[src/rtl/rect_fill_writer.sv]
// Rectangle fill engine: writes one palette index per cycle over a clipped
// rectangle of a row-major framebuffer (address = y*H_RES + x).
module rect_fill_writer #(
  parameter int H_RES = 640,
  parameter int V_RES = 480
) (
  input  logic        procClock,
  input  logic        reset,
  input  logic        cmd_valid,
  output logic        cmd_ready,
  input  logic [9:0]  cmd_x,
  input  logic [8:0]  cmd_y,
  input  logic [9:0]  cmd_w,
  input  logic [8:0]  cmd_h,
  input  logic [7:0]  cmd_index,
  input  logic        abort,
  output logic [18:0] wr_addr,
  output logic [7:0]  wr_data,
  output logic        wr_en,
  output logic        busy,
  output logic        done
);

  localparam logic [10:0] HRES11 = 11'(H_RES);
  localparam logic [9:0]  VRES10 = 10'(V_RES);
  localparam logic [18:0] PITCH  = 19'(H_RES);

  typedef enum logic [1:0] {IDLE, SETUP, FILL, DONE} state_t;

  state_t      state_q, state_d;
  logic [9:0]  x_q, w_q;
  logic [8:0]  y_q, h_q;
  logic [7:0]  idx_q;
  logic [10:0] xend_q;
  logic [9:0]  yend_q;
  logic [9:0]  col_q;
  logic [8:0]  row_q;
  logic [18:0] rowstart_q;
  logic [18:0] addr_q;
  logic [7:0]  data_q;

  logic [10:0] x_sum, x_end;
  logic [9:0]  y_sum, y_end;
  logic        empty;
  logic [18:0] row_base;
  logic        last_col, last_row, accept;

  // Clipping on sums one bit wider than the operands so nothing wraps.
  always_comb begin
    x_sum = {1'b0, x_q} + {1'b0, w_q};
    y_sum = {1'b0, y_q} + {1'b0, h_q};
    x_end = (x_sum > HRES11) ? HRES11 : x_sum;
    y_end = (y_sum > VRES10) ? VRES10 : y_sum;
    empty = (w_q == 10'd0) || (h_q == 9'd0) ||
            ({1'b0, x_q} >= HRES11) || ({1'b0, y_q} >= VRES10);
  end

  // Row base is formed once per command; the per-pixel path only adds.
  generate
    if (H_RES == 640) begin : g_rb640
      assign row_base = ({10'd0, y_q} << 9) + ({10'd0, y_q} << 7);
    end else begin : g_rbgen
      assign row_base = 19'({10'd0, y_q} * PITCH);
    end
  endgenerate

  assign last_col = (({1'b0, col_q} + 11'd1) == xend_q);
  assign last_row = (({1'b0, row_q} + 10'd1) == yend_q);
  assign accept   = (state_q == IDLE) && cmd_valid;

  // State register.
  always_ff @(posedge procClock or posedge reset) begin
    if (reset) state_q <= IDLE;
    else       state_q <= state_d;
  end

  // Next-state and state-decoded outputs.
  always_comb begin
    state_d   = state_q;
    cmd_ready = 1'b0;
    busy      = 1'b1;
    done      = 1'b0;
    wr_en     = 1'b0;
    unique case (state_q)
      IDLE: begin
        cmd_ready = 1'b1;
        busy      = 1'b0;
        if (cmd_valid) state_d = SETUP;
      end
      SETUP: state_d = empty ? DONE : FILL;
      FILL: begin
        wr_en = 1'b1;
        if (abort || (last_col && last_row)) state_d = DONE;
      end
      DONE: begin
        done    = 1'b1;
        state_d = IDLE;
      end
      default: state_d = IDLE;
    endcase
  end

  // Command capture, setup of clip bounds and the pixel walk.
  always_ff @(posedge procClock or posedge reset) begin
    if (reset) begin
      x_q        <= '0;
      y_q        <= '0;
      w_q        <= '0;
      h_q        <= '0;
      idx_q      <= '0;
      xend_q     <= '0;
      yend_q     <= '0;
      col_q      <= '0;
      row_q      <= '0;
      rowstart_q <= '0;
      addr_q     <= '0;
      data_q     <= '0;
    end else begin
      if (accept) begin
        x_q   <= cmd_x;
        y_q   <= cmd_y;
        w_q   <= cmd_w;
        h_q   <= cmd_h;
        idx_q <= cmd_index;
      end
      // Address/data only move when a fill will follow, so they stay quiet
      // across empty commands.
      if (state_q == SETUP && !empty) begin
        xend_q     <= x_end;
        yend_q     <= y_end;
        col_q      <= x_q;
        row_q      <= y_q;
        rowstart_q <= row_base + {9'd0, x_q};
        addr_q     <= row_base + {9'd0, x_q};
        data_q     <= idx_q;
      end
      if (state_q == FILL && !abort && !(last_col && last_row)) begin
        if (last_col) begin
          col_q      <= x_q;
          row_q      <= row_q + 9'd1;
          rowstart_q <= rowstart_q + PITCH;
          addr_q     <= rowstart_q + PITCH;
        end else begin
          col_q  <= col_q + 10'd1;
          addr_q <= addr_q + 19'd1;
        end
      end
    end
  end

  assign wr_addr = addr_q;
  assign wr_data = data_q;

endmodule

[config.mk]
export PLATFORM = sky130hd
export DESIGN_NAME = rect_fill_writer
export DESIGN_NICKNAME = d
export VERILOG_FILES = /design/src/rtl/rect_fill_writer.sv
export SDC_FILE = /design/constraint.sdc
export NUM_CORES = 1
export LEC_CHECK = 0
export ABC_AREA = 1
export BUFFER_PORTS_ARGS = -buffer_cell sky130_fd_sc_hd__buf_2
export CAP_MARGIN = 40
export CORE_AREA = 3 3 142 144
export CTS_BUF_LIST = sky130_fd_sc_hd__clkbuf_4
export DETAILED_ROUTE_END_ITERATION = 12
export DIE_AREA = 0 0 145 147
export PLACE_DENSITY = 0.67
export SETUP_SLACK_MARGIN = 0.3
export SLEW_MARGIN = 20
export SYNTH_ARGS = -nofsm -noshare
export SYNTH_HDL_FRONTEND = slang
export SYNTH_SLANG_ARGS = --single-unit
[constraint.sdc]
create_clock -name procClock -period 12.8 [get_ports procClock]
set_input_delay 1.92 -clock procClock [delete_from_list [all_inputs] [get_ports procClock]]
set_output_delay 1.92 -clock procClock [all_outputs]
set_load 0.01 [all_outputs]
==> impl_results.md, run 1 <==
* Status: finished, final reports clean
* Clock Tree Root: clkbuf_4
* Final min period at 3.49 ns
* Highest clock rate at 287 MHz
* CP dominant cell by count: inv_1
* Fillers at 1825
* Final period util at 27.3%
* Crit path largest cell delay at 0.45 ns
* Die height at 147 µm
* Starting Density at 49.1%
* Core area at 18800 µm²
* Die area at 21300 µm²
* Critical Path Source Type: flop
* Pwr dens at 282 nW/µm²
* Max VDD drop at 0.203 mV
* First-pass GRT wire length at 38600 µm
* Net Sw Frac at 50.7%
* Setup repair bufs after CTS at 0
* Worst EP arrival at 1.57 ns
* Post-Synth Adder-Cell Area at 6.83%
* Worst-path cell chain: inv_1 > ha_1 > inv_1 > buf_2
* Final HPWL from detailed placement at 16800 µm
* EDFF count, synth at 0
* Netlist Area Pre-Place at 9240 µm²
* CTS-repair resized insts at 0
* Req. time, crit path at 10.88 ns
* Top FF cell, synth: dfrtp_1
* Final hold violations at 0
* MaxCap Viol Count at 0
* Slew HR at 51.9%
* Remaining global-route overflow at 0
* Largest family of logic cells by synthesized area: simple AND/OR/NAND/NOR gates
* Insertion delay to the later sink of the worst-skew pair at 0.55 ns
* DR iter-0 viols at 506
* PortBufs at 80
* Die width at 145 µm
* Cells after Synth at 1253
* Vias/cell at 5.14
* Post-synth top area cell: dfrtp_1
* Endpoint class of the critical path: output pin
* Multiplexer share of the synthesized area at 3.17%
* Sequential power share at 29.9%
* Post-Synth XOR/XNOR Area at 4.27%
* Clk pwr share at 10.2%
* Gr usage total at 21.8%
* Syn_area_per_cell at 7.37 µm²
* Worst Path Max Fanout at 4
* WL final at 22800 µm
* TNS Setup at 0 ns
* Clk buf depth at 2
* Post-route cell area at 10100 µm²
* H-tree levels at 4
* Routed len/inst at 14.3 µm
* Drt first pass iters at 5
* Post-synth net total at 1351
* Final-report setup violation count at 0
* Compound-Gate Fraction of Synth Area at 7.75%
* Top cells by count, synth: nand2_1, nand3_1, dfrtp_1
* Critical-path top delay cell: dfrtp_1
* WHS at 0.478 ns
* Design Power at 0.00285 W
* Crit Path Class: reg -> out
* RSZ-0062 raised after global routing: no
* Routability congestion estimate at 0.883
* I/O pins at 81
* Via count at 8193
* CTS clock-pin slew for the worst setup and hold paths at 0.13 ns
* Min-delay worst type: reg -> reg
* Reg-to-reg setup timing slack at 9.68 ns
* Sequential area share after synthesis at 36.3%
* Row count at 50
* Synth area leaders: dfrtp_1, nand2_1, nand3_1
* Share of post-route cells with drive strength above 1 at 15.9%
* Synth Warn # at 0
* Worst-margin pin slew at 0.721 ns
* Post-CTS Hold Fix Bufs at 0
* CTS tree: yes
* #FFs+latches synth at 134
* Area grow syn2layout at 9.55%
* DRC violation count after routing at 0
* Slew Viols, Final at 0
* Ys async rst share at 100%
* Nets@finish at 1419
* # placed instances at 1561
* Top-count cell post-synth: nand2_1
* Finished Layout Cells at 1595
* Largest net degree at the start of global routing at 72
* CTS Buf Count at 17
* Post-DP Area at 9810 µm²
* Synthesized-area fraction occupied by and/or/nand/nor cells at 33.6%
* Top-area cell type share of the netlist area at 36.3%
* Vias in the first global route at 7751
* Net Sw Power at 0.00144 W
* Internal at 0.00141 W
* Layout Skew at 0.0215 ns
* P_leak at 5.28 nW
* Initial antenna violation count at 1
* Clk sink count at 134
* Unique masters post-synth at 44
* Antenna Violating Nets Remaining at 0
* Combinational share of power at 59.8%
[path summary, 6_finish.rpt]
kind,startpoint,endpoint,depth (start not counted)
setup / recovery,state_q[1],busy,4
hold / removal,idx_q[5],wr_data[5],2
setup reg to reg,col_q[0],row_q[8],14
hold reg to reg,idx_q[5],wr_data[5],2
max in group asynchronous,reset,x_q[8],4
min in group asynchronous,reset,wr_addr[12],2
[power groups by stage]
stage          clock (W)  sequential, W  combinational, W
3_5_place_dp           0       0.000858           0.00170
4_1_cts         0.000299       0.000850           0.00171
3_3_place_gp           0       0.000856           0.00166
5_1_grt         0.000321       0.000881           0.00196
6_report        0.000292       0.000852           0.00171
2_1_floorplan          0       0.000795           0.00134
[placed cells by master, fill, tap and decap left out, types with 9 or more instances in the layout]
master    instances
o21ai_0          42
o21ai_1           9
ha_1             44
nand3_1         141
nand2_2          14
inv_1           123
nand3_2          13
xor2_1           24
dfrtp_1         134
nand2_1         392
nor2_1           94
o21ai_2          11
xnor2_1          21
clkbuf_4         18
mux2_2           26
a21oi_1          47
buf_2            80
nand4_1          13
[state kept, by name, indices dropped and copies added, names as in the netlist]
name / count
rowstart_q: 19
wr_addr: 19
xend_q: 11
col_q: 10
w_q: 10
x_q: 10
yend_q: 10
h_q: 9
row_q: 9
y_q: 9
idx_q: 8
wr_data: 8
state_q: 2
[stage by stage]
| stage | util, % | setup slack, ns |
|---|---|---|
| 3_5_place_dp | 52.1 | 9.37 |
| 4_1_cts | 53.6 | 9.28 |
| 3_3_place_gp | 51.9 | 9.37 |
| 6_report | 53.7 | 9.31 |
| 2_1_floorplan | - | 7.30 |
| 5_1_grt | 53.7 | 9.17 |
[cells by family (layout without fill, tap and decap cells)]
kind of cell	Yosys count	in the layout
flops	134	134
compound gates	126	126
simple gates	704	704
mux	26	26
fa+ha+maj	48	48
buf+inv	170	251
other cells	0	1
xor+xnor	45	45
[routing by layer]
metal | GRT usage (%) | wire length [µm] | up-vias
met5 | 0 | 0 | -
met4 | 5.89 | 337 | 0
met3 | 4.97 | 1280 | 30
met2 | 33.9 | 10200 | 231
met1 | 30.9 | 11000 | 3742
li1 | - | - | 4190
[critical path, delay by kind of cell, from the launching register on]
| kind | cells | cell delay [ns] |
|---|---|---|
| adders and majority gates | 1 | 0.24 |
| buffers and inverters | 3 | 0.32 |
| DFF | 1 | 0.45 |
[layout make-up]
| cell class | instances | area [µm²] | area share [%] |
|---|---|---|---|
| Antenna cell | 1 | 2.50 | 0.0247 |
| Clock inverter | 14 | 149 | 1.47 |
| Timing Repair Buffer | 88 | 500 | 4.94 |
| Inverter | 131 | 502 | 4.96 |
| Multi-Input combinational cell | 949 | 5150 | 50.9 |
| Clock buffer | 18 | 135 | 1.34 |
| Sequential cell | 134 | 3350 | 33.1 |
| Tap cell | 260 | 325 | 3.21 |
(Power assumes the default switching activity.)
==> run 2, diff against run 1 <==
--- a/config.mk
+++ b/config.mk
@@ -12,7 +12,7 @@
 export CTS_BUF_LIST = sky130_fd_sc_hd__clkbuf_4
 export DETAILED_ROUTE_END_ITERATION = 12
 export DIE_AREA = 0 0 145 147
-export PLACE_DENSITY = 0.67
+export PLACE_DENSITY = 0.69
 export SETUP_SLACK_MARGIN = 0.3
 export SLEW_MARGIN = 20
 export SYNTH_ARGS = -nofsm -noshare
==> constraint.sdc (replaced) <==
create_clock -name procClock -period 2.8 [get_ports procClock]
set_input_delay 0.42 -clock procClock [delete_from_list [all_inputs] [get_ports procClock]]
set_output_delay 0.42 -clock procClock [all_outputs]
set_load 0.01 [all_outputs]
==> run 2 against run 1 <==
Compared with the run above:
- wire length grew 3.9%
- combinational power grew to 5.0 times the previous value
- first-iteration DRC count grew 11%
- final cell count grew 1.8%
- design area grew 4.8%
- global-route usage is essentially flat
- critical endpoint is now rowstart_q[11]
- largest cell class unchanged
==> impl_results.md, run 2 (synthesized netlist as in run 1, its figures left out) <==
* Met3 GRT Util at 5.00% (+0.031 points)
* Antenna Violating Nets Remaining at 0 (unchanged)
* CTS Buf Count at 17 (unchanged)
* Finished Layout Cells at 1623 (+1.8%)
* Worst R2R Start: x_q[9]
* Worst-margin pin slew at 0.730 ns (+0.00929 ns)
* Final hold violations at 0 (unchanged)
* Remaining global-route overflow at 0 (unchanged)
* Req. time, crit path at 3.28 ns (-7.60 ns)
* Final core occ at 56.4% (+2.6 points)
* Die width at 145 µm (unchanged)
* Final period util at 84.0%
* Reg-to-reg setup timing slack at 0.45 ns (-9.23 ns)
* Starting Density at 49.1% (unchanged)
* Drt first pass iters at 5 (unchanged)
* Clk sink count at 134 (unchanged)
* # placed instances at 1574 (+0.83%)
* CP delay by family, top: adder cells
* Post-DP Area at 9980 µm² (+1.7%)
* CTS tree: yes
* Most common cell after layout, fill and taps aside: nand2_1
* Worst EP arrival at 2.83 ns (+1.26 ns)
* I/O pins at 81 (unchanged)
* Insertion delay to the later sink of the worst-skew pair at 0.58 ns (+0.03 ns)
* Post-CTS Hold Fix Bufs at 0 (unchanged)
* Vias/cell at 5.19 (+0.95%)
* H-tree levels at 4 (unchanged)
* Share of post-route cells with drive strength above 1 at 20.5% (+4.6 points)
* Crit Path Class: reg -> reg
* PortBufs at 80 (unchanged)
* Met2 Usage GRT at 34.3% (+0.35 points)
* P_leak at 5.48 nW (+3.8%)
* Final-report setup violation count at 0 (unchanged)
* Max VDD drop at 0.765 mV (+280%)
* CTS clock-pin slew for the worst setup and hold paths at 0.16 ns (+0.03 ns)
* RSZ-0062 raised after global routing: yes
* Row count at 50 (unchanged)
* Final HPWL from detailed placement at 17400 µm (+3.3%)
* CP bufs+invs at 4 (+1)
* CP dominant cell by count: inv_2
* Die area at 21300 µm² (unchanged)
* Clk buf depth at 2 (unchanged)
* WHS at 0.0217 ns (-0.456 ns)
* Initial antenna violation count at 1 (unchanged)
* Worst Path Max Fanout at 6 (+2)
* Gr usage total at 21.8% (about the same)
* Final min period at 2.35 ns
* Via count at 8416 (+2.7%)
* Layout Skew at 0.0241 ns (+0.00260 ns)
* Routed len/inst at 14.6 µm (+2.1%)
* Most frequent cells in the layout: nand2_1, nand3_1, dfrtp_1
* Fillers at 1788 (-2.0%)
* R2R depth at 12 (-2)
* Area grow syn2layout at 14.9%
* MaxCap Viol Count at 0 (unchanged)
* Crit path largest cell delay at 0.40 ns (-0.05 ns)
* Critical Path Source Type: flop
* Die height at 147 µm (unchanged)
* Beginning of the critical path: x_q[9]
* First-pass GRT wire length at 38500 µm (about the same)
* Endpoint class of the critical path: flop
* FF-to-FF End: rowstart_q[11]
* Pwr dens at 1300 nW/µm² (+360%)
* Vias in the first global route at 7790 (+0.50%)
* Core area at 18800 µm² (unchanged)
* Routability congestion estimate at 0.881 (-0.22%)
* DR iter-0 viols at 562 (+11%)
* Critical-path top delay cell: dfrtp_1
* M1 GR Usage at 31.0% (+0.18 points)
* DRC violation count after routing at 0 (unchanged)
* TNS Setup at 0 ns (unchanged)
* Highest clock rate at 425 MHz
* Min-delay worst type: in -> async
* Nets@finish at 1447 (+2.0%)
* Status: finished, final reports clean
* Largest net degree at the start of global routing at 135 (+88%)
* Clock Tree Root: clkbuf_4
* Slew Viols, Final at 0 (unchanged)
* Post-route cell area at 10600 µm² (+4.8%)
* WL final at 23700 µm (+3.9%)
* Slew HR at 51.3% (-0.62 points)
* Worst-path cell chain: inv_2 > fa_1 > inv_1 > ha_2 > a21oi_4 > nand2_2 > buf_4 > xor2_1 > nand2_1 > o21ai_0 > o21ai_2 > inv_2
* Layer with the highest usage: met2
==> run 2: cell types whose count changed in the layout (fill, tap and decap cells not counted), moves of 7 or more <==
cell     delta
nand2_1     -8
buf_4      +19
dfrtp_2     +7
nand2_2     +7
dfrtp_1     -7
inv_8       +7
==> run 2: worst max-delay path by stage <==
| stage | to | slack (ns) | depth (start not counted) |
|---|---|---|---|
| final | rowstart_q[11] | 0.45 | 12 |
| after CTS | rowstart_q[7] | 0.30 | 14 |
| after global placement | wr_addr[1] | 0.33 | 15 |
| after floorplan | rowstart_q[18] | 0.52 | 11 |
| after detailed placement | rowstart_q[13] | 0.28 | 12 |
| after global routing | rowstart_q[13] | 0.27 | 11 |
==> run 2: stage by stage <==
| stage | setup slack [ns] | total power, W |
|---|---|---|
| floorplan | 0.518 | 0.00978 |
| global placement | 0.329 | 0.0117 |
| detailed placement | 0.284 | 0.0118 |
| CTS | 0.301 | 0.0133 |
| global route | 0.274 | 0.0152 |
| finish | 0.447 | 0.0138 |
==> run 2: layout make-up <==
| type | instances | area (µm²) | area share, % |
|---|---|---|---|
| antenna | 1 | 2.50 | 0.0236 |
| tap | 260 | 325 | 3.07 |
| sequential | 134 | 3360 | 31.7 |
| inverter | 131 | 508 | 4.79 |
| clock inverter | 15 | 178 | 1.67 |
| timing repair buffer | 115 | 805 | 7.58 |
| clock buffer | 17 | 128 | 1.20 |
| multi-input combinational | 950 | 5300 | 50.0 |
==> run 2: routing by layer <==
metal / part of all wire, % / wire (µm)
met3: 6.4 / 1520
met5: 0 / 0
met4: 1.2 / 274
met1: 48 / 11400
met2: 44 / 10500
==> run 2: repair_timing <==
action | 4_1_cts | 5_1_grt
resized for setup | 2 | 48
pin swaps | 0 | 11
cloned | 0 | 3
endpoints found under the setup margin | 4 | 69
buffers inserted | 1 | 12
==> run 2: worst reg2reg max path, stage by stage, from the launching register on <==
cell,delay [ns]
dfrtp_1,0.40
inv_2,0.07
fa_1,0.41
inv_1,0.07
ha_2,0.32
a21oi_4,0.19
nand2_2,0.08
buf_4,0.13
xor2_1,0.16
nand2_1,0.14
o21ai_0,0.12
o21ai_2,0.16
inv_2,0.04
==> run 2: where the power goes <==
part | leakage [nW] | switching [W] | internal, W
clock network | 0.168 | 0.000923 | 0.000504
registers | 1.61 | 0.00103 | 0.00285
logic | 3.70 | 0.00508 | 0.00342
==> run 3, diff against run 2 <==
--- a/config.mk
+++ b/config.mk
@@ -5,14 +5,14 @@
 export SDC_FILE = /design/constraint.sdc
 export NUM_CORES = 1
 export LEC_CHECK = 0
-export ABC_AREA = 1
+export ABC_AREA = 0
 export BUFFER_PORTS_ARGS = -buffer_cell sky130_fd_sc_hd__buf_2
 export CAP_MARGIN = 40
-export CORE_AREA = 3 3 142 144
+export CORE_AREA = 3 3 136 138
 export CTS_BUF_LIST = sky130_fd_sc_hd__clkbuf_4
 export DETAILED_ROUTE_END_ITERATION = 12
-export DIE_AREA = 0 0 145 147
-export PLACE_DENSITY = 0.69
+export DIE_AREA = 0 0 139 141
+export PLACE_DENSITY = 0.67
 export SETUP_SLACK_MARGIN = 0.3
 export SLEW_MARGIN = 20
 export SYNTH_ARGS = -nofsm -noshare
==> constraint.sdc (replaced) <==
create_clock -name procClock -period 2.46 [get_ports procClock]
set_input_delay 0.369 -clock procClock [delete_from_list [all_inputs] [get_ports procClock]]
set_output_delay 0.369 -clock procClock [all_outputs]
set_load 0.01 [all_outputs]
==> run 3 against run 2 <==
Compared with the run above:
- the run now ends with negative hold slack, negative setup slack left
- die area down 8.1%
- via count is 11% lower
- worst setup slack worse by 0.72 ns
- wire length fell by 0.70%
- clock skew fell by 0.0023 ns
- global-route usage grew 1.8 points
- final cell count decreased by 17%
- first-iteration DRC count fell by 28%
- clock-buffer cell count up 1
==> impl_results.md, run 3 <==
* Critical Path Source Type: flop
* RSZ-0062 raised after global routing: yes
* Reg-to-reg setup timing slack at -0.28 ns (-0.72 ns)
* CTS tree: yes
* Finished Layout Cells at 1354 (-17%)
* CTS clock-pin slew for the worst setup and hold paths at 0.12 ns (-0.04 ns)
* Final-report setup violation count at 69 (+69)
* Highest clock rate at 365 MHz (-14%)
* Core area at 17300 µm² (-8.1%)
* I/O pins at 81 (unchanged)
* Clk sink count at 134 (unchanged)
* H-tree levels at 4 (unchanged)
* Final hold violations at 27 (+27)
* CTS Buf Count at 17 (unchanged)
* P_leak at 5.36 nW (-2.3%)
* #FFs+latches synth at 134 (unchanged)
* Unique masters post-synth at 78 (+77%)
* Slew HR at 47.5% (-3.8 points)
* Post-synth top area cell: dfrtp_1
* Syn_area_per_cell at 9.93 µm² (+35%)
* PortBufs at 80 (unchanged)
* FF-to-FF End: wr_addr[17]
* Vias in the first global route at 7598 (-2.5%)
* Crit path largest cell delay at 0.46 ns (+0.06 ns)
* Top FF cell, synth: dfrtp_1
* # placed instances at 1279 (-19%)
* DR iter-0 viols at 407 (-28%)
* DRC violation count after routing at 0 (unchanged)
* Status: finished with violations
* Compound-Gate Fraction of Synth Area at 17.3% (+9.6 points)
* Routability congestion estimate at 0.863 (-2.0%)
* Drt first pass iters at 5 (unchanged)
* Synthesized-area fraction occupied by and/or/nand/nor cells at 15.3% (-18 points)
* Final period util at 111% (+27 points)
* Remaining global-route overflow at 0 (unchanged)
* CP delay by family, top: compound AO/OA/AOI/OAI gates
* WHS at -0.0398 ns (-0.0615 ns)
* Top-count cell post-synth: dfrtp_1
* Cells after Synth at 849 (-32%)
* Setup WS pre-CTS at -0.308 ns (-0.592 ns)
* Largest family of logic cells by synthesized area: compound AO/OA/AOI/OAI gates
* First-pass GRT wire length at 37900 µm (-1.6%)
* Worst Path Max Fanout at 6 (unchanged)
* Worst EP arrival at 3.18 ns (+0.35 ns)
* EDFF count, synth at 0 (unchanged)
* Final HPWL from detailed placement at 16600 µm (-4.3%)
* Storage cell area at 3360 µm² (about the same)
* Antenna Violating Nets Remaining at 0 (unchanged)
* Fillers at 1310 (-27%)
* Die area at 19600 µm² (-8.1%)
* Sequential area share after synthesis at 39.8% (+3.5 points)
* Req. time, crit path at 2.90 ns (-0.38 ns)
* Endpoint class of the critical path: flop
* Most frequent cells in the layout: buf_4, dfrtp_1, buf_2
* Initial antenna violation count at 2 (+1)
* WL final at 23500 µm (-0.70%)
* CP bufs+invs at 2 (-2)
* Insertion delay to the later sink of the worst-skew pair at 0.55 ns (-0.03 ns)
* Starting Density at 48.7% (-0.34 points)
* Synth Warn # at 0 (unchanged)
* Multi-input logic area at 5590 µm² (+5.3%)
* Critical-path top delay cell: dfrtp_2
* Via count at 7518 (-11%)
* Die height at 141 µm (-4.1%)
* Clk buf depth at 2 (unchanged)
* Top cells by count, synth: dfrtp_1, nand2_1, mux2_2
* Pwr dens at 1640 nW/µm² (+26%)
* Row count at 48 (-4.0%)
* Post-Synth XOR/XNOR Area at 7.28% (+3.0 points)
* Area grow syn2layout at 40.3%
* Post-Synth Adder-Cell Area at 7.48% (+0.66 points)
* R2R depth at 11 (-1)
* Netlist Area Pre-Place at 8430 µm² (-8.8%)
* MaxCap Viol Count at 0 (unchanged)
* Most common cell after layout, fill and taps aside: buf_4
* Synth area leaders: dfrtp_1, mux2_2, ha_1
* Clock Tree Root: clkbuf_4
* Fin worst setup slack at -0.278 ns (-0.725 ns)
* Layout Skew at 0.0217 ns (-0.00234 ns)
* Multiplexer share of the synthesized area at 9.29% (+6.1 points)
* Worst R2R Start: col_q[0]
* Failing checks: negative hold slack, negative setup slack
* Routed len/inst at 17.4 µm (+19%)
* Slew Viols, Final at 0 (unchanged)
* Ys async rst share at 100% (unchanged)
* Crit Path Class: reg -> reg
* Share of post-route cells with drive strength above 1 at 46.3% (+26 points)
* Die width at 139 µm (-4.1%)
* Final min period at 2.74 ns (+0.385 ns)
* Worst-margin pin slew at 0.788 ns (+0.0576 ns)
* TNS Setup at -12.59 ns (-12.59 ns)
* Post-synth net total at 947 (-30%)
* Worst-path cell chain: ha_4 > nand4_4 > or4_4 > a211o_1 > a22oi_2 > nand2_2 > o21ai_4 > buf_8 > buf_12 > o21ai_2 > o22a_1
* Largest net degree at the start of global routing at 135 (unchanged)
* Vias/cell at 5.55 (+7.1%)
* Gr usage total at 23.6% (+1.8 points)
* Min-delay worst type: in -> async
* Top-area cell type share of the netlist area at 39.8% (+3.5 points)
* Max VDD drop at 0.879 mV (+15%)
* Nets@finish at 1215 (-16%)
## run 3: worst max path at each step
stage / depth (start not counted) / startpoint / to / slack (ns)
finish: 11 / col_q[0] / wr_addr[17] / -0.28
CTS: 12 / y_q[0] / rowstart_q[18] / -0.18
detailed placement: 12 / y_q[0] / rowstart_q[18] / -0.31
global route: 11 / col_q[0] / wr_addr[18] / -0.40
floorplan: 12 / x_q[9] / rowstart_q[18] / -0.21
global placement: 12 / x_q[9] / rowstart_q[18] / -0.25
## run 3: worst reg2reg max path: stages, from the launching register on
cell,delay (ns)
dfrtp_2,0.46
ha_4,0.17
nand4_4,0.09
or4_4,0.42
a211o_1,0.30
a22oi_2,0.25
nand2_2,0.13
o21ai_4,0.28
buf_8,0.20
buf_12,0.12
o21ai_2,0.04
o22a_1,0.20
## run 3: final cells by class
class / instances / share of cell area [%]
Tap cell: 225 / 2.38
Clock inverter: 12 / 0.762
Multi-Input combinational cell: 647 / 47.2
Sequential cell: 134 / 28.4
Antenna cell: 1 / 0.0212
Timing Repair Buffer: 285 / 19.0
Clock buffer: 18 / 1.14
Inverter: 32 / 1.05
## run 3: logic make-up (layout without fill, tap and decap cells)
logic type	Yosys count	in the layout
mux	71	71
buf+inv	68	347
flops	134	134
xor+xnor	70	70
other cells	0	1
simple gates	252	252
compound gates	206	206
fa+ha+maj	48	48
## run 3: layer usage
metal,up-vias,GRT usage (%),part of all wire [%]
li1,3647,-,-
met1,3633,32.3,47
met2,202,38.0,46
met3,34,5.02,5.4
met4,2,7.21,1.9
met5,-,0,0.055
## run 3: what timing repair did
item | CTS | global route
setup buffers | 24 | 16
pin swaps | 43 | 19
gates resized for setup | 106 | 39
hold endpoints to repair | 0 | 0
hold buffers | 0 | 0
cloned | 3 | 1
setup endpoints to repair | 78 | 78
## run 3: power breakdown
part / total [W] / internal [W] / leakage (nW) / switching (W)
sequential: 0.00436 / 0.00330 / 1.60 / 0.00106
clock: 0.00130 / 0.000480 / 0.117 / 0.000815
combinational: 0.0137 / 0.00712 / 3.65 / 0.00662
total: 0.0194 / 0.0109 / 5.36 / 0.00849
## run 3: metrics by stage
| stage | instance area, µm² | hold WS, ns | power, W | util, % |
|---|---|---|---|---|
| after floorplan | 8750 | 0.433 | 0.0116 | - |
| after global placement | 10500 | 0.444 | 0.0157 | 60.8 |
| after detailed placement | 10500 | 0.449 | 0.0160 | 60.8 |
| after CTS | 11500 | 0.00964 | 0.0187 | 66.3 |
| after global routing | 11800 | 0.0169 | 0.0208 | 68.4 |
| final | 11800 | -0.0398 | 0.0194 | 68.4 |
